[config.mk]
export PLATFORM = sky130hd
export DESIGN_NAME = falafel_mem_arbiter
export DESIGN_NICKNAME = d
export VERILOG_FILES = /design/src/rtl/falafel_mem_arbiter.sv
export SDC_FILE = /design/constraint.sdc
export NUM_CORES = 1
export LEC_CHECK = 0
export ABC_AREA = 0
export CORE_MARGIN = 8
export CORE_UTILIZATION = 28
export DETAILED_ROUTE_END_ITERATION = 8
export GPL_TIMING_DRIVEN = 0
export PLACE_DENSITY = 0.94
export SLEW_MARGIN = 20
export SYNTH_ARGS = -nofsm -noshare
export SYNTH_HDL_FRONTEND = slang
export SYNTH_SLANG_ARGS = --single-unit
[constraint.sdc]
create_clock -name clk_i -period 2.9 [get_ports clk_i]
set_input_delay 0.725 -clock clk_i [delete_from_list [all_inputs] [get_ports clk_i]]
set_output_delay 0.725 -clock clk_i [all_outputs]
set_load 0.02 [all_outputs]
[src/rtl/falafel_mem_arbiter.sv]
// rtl/falafel_mem_arbiter.sv - round-robin arbiter sharing one memory port among NUM_REQ requesters
// Responses return in request order and are routed back via a queue of grant indices.

package falafel_pkg;
   localparam int DATA_W = 16;
endpackage

module falafel_mem_arbiter
   import falafel_pkg::*;
#(
   parameter int NUM_REQ         = 2,
   parameter int MAX_OUTSTANDING = 4
) (
   input  logic                              clk_i,
   input  logic                              rst_i,
   input  logic [NUM_REQ-1:0]                req_val_i,
   output logic [NUM_REQ-1:0]                req_rdy_o,
   input  logic [NUM_REQ-1:0]                req_is_write_i,
   input  logic [NUM_REQ*DATA_W-1:0]         req_addr_i,
   input  logic [NUM_REQ*DATA_W-1:0]         req_data_i,
   output logic [NUM_REQ-1:0]                rsp_val_o,
   input  logic [NUM_REQ-1:0]                rsp_rdy_i,
   output logic [DATA_W-1:0]                 rsp_data_o,
   output logic                              mem_req_val_o,
   input  logic                              mem_req_rdy_i,
   output logic                              mem_req_is_write_o,
   output logic [DATA_W-1:0]                 mem_req_addr_o,
   output logic [DATA_W-1:0]                 mem_req_data_o,
   input  logic                              mem_rsp_val_i,
   output logic                              mem_rsp_rdy_o,
   input  logic [DATA_W-1:0]                 mem_rsp_data_i,
   output logic [$clog2(MAX_OUTSTANDING):0]  outstanding_o
);

   localparam int IDX_W = $clog2(NUM_REQ);
   localparam int PTR_W = $clog2(MAX_OUTSTANDING);
   localparam int CNT_W = PTR_W + 1;

   logic [IDX_W-1:0] rr_q, rr_d;
   logic [IDX_W-1:0] lock_idx_q, lock_idx_d;
   logic             lock_q, lock_d;
   logic [PTR_W-1:0] wr_ptr_q, wr_ptr_d;
   logic [PTR_W-1:0] rd_ptr_q, rd_ptr_d;
   logic [CNT_W-1:0] count_q, count_d;
   logic [IDX_W-1:0] order_q [MAX_OUTSTANDING];

   logic [IDX_W-1:0] grant;
   logic [IDX_W-1:0] scan_idx;
   logic             found;
   logic [IDX_W-1:0] head;
   logic             any_val;
   logic             q_full;
   logic             q_empty;
   logic             push;
   logic             pop;

   assign any_val = |req_val_i;
   assign q_full  = (count_q == CNT_W'(MAX_OUTSTANDING));
   assign q_empty = (count_q == '0);
   assign head    = order_q[rd_ptr_q];

   // A stalled request keeps its grant so the payload seen by memory cannot change under it.
   always_comb begin
      grant    = rr_q;
      scan_idx = rr_q;
      found    = 1'b0;
      for (int i = 0; i < NUM_REQ; i++) begin
         scan_idx = IDX_W'((int'(rr_q) + i) % NUM_REQ);
         if (!found && req_val_i[scan_idx]) begin
            grant = scan_idx;
            found = 1'b1;
         end
      end
      if (lock_q) begin
         grant = lock_idx_q;
      end
   end

   assign mem_req_val_o      = !rst_i && any_val && !q_full;
   assign mem_req_is_write_o = req_is_write_i[grant];
   assign mem_req_addr_o     = req_addr_i[int'(grant)*DATA_W +: DATA_W];
   assign mem_req_data_o     = req_data_i[int'(grant)*DATA_W +: DATA_W];

   always_comb begin
      req_rdy_o        = '0;
      req_rdy_o[grant] = !rst_i && mem_req_rdy_i && !q_full;
   end

   always_comb begin
      rsp_val_o       = '0;
      rsp_val_o[head] = !rst_i && mem_rsp_val_i && !q_empty;
   end

   assign mem_rsp_rdy_o = !rst_i && !q_empty && rsp_rdy_i[head];
   assign rsp_data_o    = mem_rsp_data_i;
   assign outstanding_o = rst_i ? '0 : count_q;

   assign push = mem_req_val_o && mem_req_rdy_i;
   assign pop  = mem_rsp_val_i && mem_rsp_rdy_o;

   always_comb begin
      rr_d       = rr_q;
      lock_d     = lock_q;
      lock_idx_d = lock_idx_q;
      if (push) begin
         rr_d   = IDX_W'((int'(grant) + 1) % NUM_REQ);
         lock_d = 1'b0;
      end else if (mem_req_val_o) begin
         lock_d     = 1'b1;
         lock_idx_d = grant;
      end
      wr_ptr_d = wr_ptr_q + PTR_W'(push);
      rd_ptr_d = rd_ptr_q + PTR_W'(pop);
      count_d  = count_q + CNT_W'(push) - CNT_W'(pop);
   end

   always_ff @(posedge clk_i) begin
      if (rst_i) begin
         rr_q       <= '0;
         lock_q     <= 1'b0;
         lock_idx_q <= '0;
         wr_ptr_q   <= '0;
         rd_ptr_q   <= '0;
         count_q    <= '0;
      end else begin
         rr_q       <= rr_d;
         lock_q     <= lock_d;
         lock_idx_q <= lock_idx_d;
         wr_ptr_q   <= wr_ptr_d;
         rd_ptr_q   <= rd_ptr_d;
         count_q    <= count_d;
      end
   end

   // Entries beyond the pointers are dead, so the storage itself needs no reset.
   always_ff @(posedge clk_i) begin
      if (push) begin
         order_q[wr_ptr_q] <= grant;
      end
   end

endmodule

== Yosys cells after proc, flatten, opt, wreduce, memory -nomap -nowiden ==
Memories as Yosys holds them, arrays and structs flattened. A register that Yosys moved wholly into a read port is not among the register bits.
Index checks and enable logic that the tools add are counted.
Operators by class
  add/subtract/negate cells: 6
  multiply operators: 0
  div/mod/pow operators: 0
  $lt $le $gt $ge: 6
  eq/ne operators: 1
  shifts and indexed selects: 2
  multiplexer cells: 19
  bitwise gates (word level): 3
  reductions and logical operators: 21
Operators by type and width (number)
  32-bit by 6-bit variable part select with 16-bit output: 2
  1-bit 2-to-1 mux: 15
  1-bit logical AND: 13
  1-bit by 2-bit < comparator with 1-bit output (second input constant): 4
  2-bit by 1-bit adder with 2-bit output: 2
  2-bit AND: 2
  1-bit zero test: 4
  2-bit OR reduction: 2
  3-bit by 1-bit adder with 3-bit output: 1
  3-bit equality test (second input constant): 1
  3-bit zero test: 1
  3-bit 2-to-1 mux: 1
  3-bit by 1-bit subtractor with 3-bit output: 1
  1-bit adder (second input constant): 2
  1-bit demux with 1-bit select: 2
  1-bit >= comparator (second input constant): 2
  2-bit 2-to-1 mux: 1
  2-bit AND reduction: 1
  1-bit NOT: 1
Word-level totals
  register bits after elaboration: 10
  bits in latches: 0
  RAM bits: 4
  bits in read-only memories: 0
  bits of input ports: 90
  output and inout bits: 58
  logic and storage cells: 65
  memories kept: 1
Memory list
  order_q: words 4, width 1, read ports 1, clocked after Yosys merged registers in 1, write ports 1, line 45  | logic [IDX_W-1:0] order_q [MAX_OUTSTANDING];

== Depth between registers and ports, before layout ==
  word-level depth: 12
  gate-level depth with buffers: 10
  gate-level depth less buffers: 9

== Worst setup path after synthesis ==
OpenSTA, ideal clock, no wires.
  kind: input-to-output
  start point: input req_val_i[0]
  end point: output mem_req_addr_o[10]
  data arrival time: 1.871 ns
  required time: 2.175 ns
  path slack: 0.304 ns
  stages on the path: 5
  buffers on the path: 2
  cell sequence: a21boi_1 o31ai_1 buf_2 buf_6 mux2_2
On the way
  cells in the longest elaborated chain, start to end: 8
  elaborated cells between the ends (all ways): 10
  classes of those cells: shift: 1; mux: 7; reduce/logical: 2
RTL lines
  start: declaration: line 16  | input logic [NUM_REQ-1:0] req_val_i,
  1-bit 2-to-1 mux (not written as such) (2 in a row): line 69  | if (!found && req_val_i[scan_idx]) begin
  1-bit 2-to-1 mux: line 69
  1-bit zero test: line 69
  1-bit logical AND *: line 69
  1-bit 2-to-1 mux *: line 69
  1-bit 2-to-1 mux *: line 74  | if (lock_q) begin
  via grant: line 47  | logic [IDX_W-1:0] grant;
  32-bit by 6-bit variable part select with 16-bit output *: line 81  | assign mem_req_addr_o = req_addr_i[int'(grant)*DATA_W +: DATA_W];
  end: declaration: line 27  | output logic [DATA_W-1:0] mem_req_addr_o,
The timed path passes the listed nets; every way through them passes the cells marked *. The select of a mux whose other input is x is not followed.

== Final worst setup path ==
  start point: input mem_req_rdy_i
  end point: output req_rdy_o[0]
On the way
  cells in the longest elaborated chain, start to end: 3
RTL lines
  start: declaration: line 25  | input logic mem_req_rdy_i,
  1-bit logical AND (2 in a row): line 86  | req_rdy_o[grant] = !rst_i && mem_req_rdy_i && !q_full;
  2-bit AND (no line)
  end: declaration: line 17  | output logic [NUM_REQ-1:0] req_rdy_o,
Every way passes these cells.

==> reports/results.txt <==
max-slew violations -> 0
pin count of the biggest net entering global routing -> 11
Syn. warnings -> 0
Setup violations, final -> 0
Pleak -> 1.279 nW
Reg2Reg Launch Point -> rd_ptr_q[0]
worst hold path type -> reg2reg
Comb pwr share -> 0.610
Worst VDD drop -> 0.1672 mV
Power Density -> 364.9 mW/mm²
met2 wire len -> 2840 µm
I/O Pins -> 148
vias in the first global route -> 1698
via density per instance -> 4.655
flop-to-flop setup slack -> 0.47 ns
Worst Setup Path Type -> in2out
most common cell after layout, fill and taps aside -> clkdlybuf4s50_1
Period minus WS final -> 2.841 ns
met1 WL -> 1746 µm
DRC -> 0
Final period util -> 0.9798
fmax -> 0.3519 GHz
endpoints failing hold -> 0
crit end category -> primary output
placed instance area -> 0.002683 mm²
H-tree lvl count -> 1
hold path depth -> 2
Design Area, Final -> 0.002915 mm²
TritonCTS clock tree -> yes
clock skew -> 0.005503 ns
initial antenna violation count -> 0
Post-Route WL -> 5380 µm
hold wc startpoint -> lock_idx_q
CTS sink cnt -> 14
RSZ-0062 raised after global routing -> false
Synth Cell Area -> 0.001314 mm²
WHS Endpoint -> lock_idx_q
Clock Tree Buf Depth -> 2
Mean Syn Cell Area -> 10.18 µm²
sequential power share -> 0.236
Nets -> 365
CP max FO -> 4
gp weighted congestion -> 0.7215
first-pass GRT wire length -> 8266 µm
crit path launch type -> primary input
Max-slew headroom -> 0.6594
Initial Util -> 0.2838
Seq cells post-synth -> 14
DRT antenna net count -> 0
Synth area leader -> mux2_2
fill count -> 394
Final Util -> 0.6297
Clk pin slew, worst setup/hold paths -> 0.05 ns
clock network power share -> 0.154
Worst EP arrival -> 2.12 ns
Tightest Pin Transition -> 0.5087 ns
hold-fix buffer count after cts -> 0
Yosys top cell area share -> 0.2829
total power -> 1.064 mW
R2R cell count -> 9
share of layout cells above drive strength 1 -> 0.3948
Yosys cell types -> 35
Sw Ratio -> 0.3435
clock root cell -> clkbuf_8
die area -> 0.007140 mm²
commonest cells after routing, fill and taps aside -> 89 x clkdlybuf4s50_1, 26 x buf_6, 21 x buf_4
gr ovfl total -> 0
maxcap violations -> 0
uppermost layer routed -> met4
Reg-to-Reg End -> count_q[2]
top cells by area in the synthesized netlist -> mux2_2 28%, dfxtp_1 15%, buf_4 9.1%, edfxtp_1 9.1%, mux2i_1 3.8%
Chip Height -> 84.50 µm
total core area -> 0.004629 mm²
WL met3 -> 720 µm
TritonCTS Buffers -> 3
worst hold slack -> 0.4934 ns
Total GRT Usage -> 0.1430
Via Count -> 1513
Buffers on Ports -> 130
wire per inst -> 16.55 µm
Die W -> 84.50 µm
status -> completed
Net Switching -> 365.5 µW
Std-Cell Rows -> 25
Int Pwr -> 698.5 µW
area grow syn2layout -> 121.9%
sequential element share of the synthesized area -> 0.2438
Post-Syn Nets -> 222
Detailed Route Iter0 Violations -> 33
DP HPWL -> 4436 µm
ANT cells -> 0
Worst-Skew Late Latency -> 0.25 ns
worst path required time -> 2.17 ns
drt first pass iters -> 4
Syn Inst Count -> 129
## what timing repair did
action,CTS,global route
resized for setup,172,55
pin swaps,1,1
cloned,2,1
setup buffers,6,0
setup endpoints to repair,36,35
## metrics by stage
step / setup WS [ns] / setup TNS (ns) / instances
3_3_place_gp: -0.9346 / -28.78 / 313
3_5_place_dp: -0.9004 / -27.29 / 313
5_1_grt: 0.01081 / 0 / 325
4_1_cts: -0.05608 / -0.5756 / 325
2_1_floorplan: 0.3044 / 0 / 129
6_report: 0.05863 / 0 / 325
## layer usage
layer | vias up | GRT usage
li1 | 728 | -
met1 | 693 | 0.1294
met2 | 85 | 0.2584
met3 | 7 | 0.08683
met4 | 0 | 0.04531
met5 | - | 0
## state kept, by name, summed over array words and instances (netlist names)
signal      cells
wr_ptr_q        2
lock_idx_q      1
rr_q            1
order_q         4
lock_q          1
rd_ptr_q        2
count_q         3
## power groups by stage
| stage | logic [mW] | clock network [mW] | registers (mW) |
|---|---|---|---|
| final | 0.649 | 0.163 | 0.251 |
| after global routing | 0.691 | 0.179 | 0.254 |
| after CTS | 0.599 | 0.168 | 0.250 |
| after detailed placement | 0.587 | 0 | 0.254 |
| after global placement | 0.579 | 0 | 0.253 |
| after floorplan | 0.313 | 0 | 0.249 |
## how the worst max path moves through the flow
stage	from	endpoint	slack, ns	cells past startpoint
final	mem_req_rdy_i	req_rdy_o[0]	0.06	4
after global routing	mem_req_rdy_i	req_rdy_o[1]	0.01	4
after CTS	req_val_i[0]	mem_req_data_o[8]	-0.06	8
after detailed placement	req_val_i[1]	mem_req_data_o[10]	-0.90	7
after global placement	req_val_i[1]	mem_req_data_o[10]	-0.93	7
after floorplan	req_val_i[0]	mem_req_addr_o[10]	0.30	5
## Yosys cell counts (all sizes together)
library cell and count:
and3b 1, fa 1, mux2 33, edfxtp 4, nor3b 1, or3 1, mux2i 6, nor2b 7
nand2b 2, inv 3, xor2 1, a21boi 1, nor4b 1, clkbuf 2, mux4 1, o41ai 1
o21ai 3, and3 1, nor2 11, nor3 4, nand2 2, o311ai 2, dfxtp 10, or3b 1
ha 2, nor4 2, o31ai 1, a21oi 2, buf 20, xnor2 2
## critical path, cell delays in order
cell	delay (ns)
clkdlybuf4s50_1	0.51
or3b_1	0.44
nor2_1	0.13
clkdlybuf4s15_1	0.31
## area by class of cell
cell class                 count  area [µm²]  share of cell area
multi-input combinational     90       898.4              0.3082
tap                           54       67.56             0.02318
buffer                        22       185.2             0.06352
timing repair buffer         138        1388              0.4760
inverter                       3       11.26            0.003863
clock buffer                   3       41.29             0.01416
clock inverter                 1       3.754            0.001288
sequential                    14       320.3              0.1099
## cell families (layout without fill, tap and decap cells)
family	after synthesis	after routing	share of synthesized area
buffers and inverters	25	167	0.1305
xor gates and xnor gates	3	3	0.02000
DFF	14	14	0.2438
AOI/OAI and AO/OA	10	10	0.06382
muxes	40	40	0.3486
and+or+nand+nor	34	34	0.1590
adders and majority gates	3	3	0.03428
(Power assumes the default switching activity.)
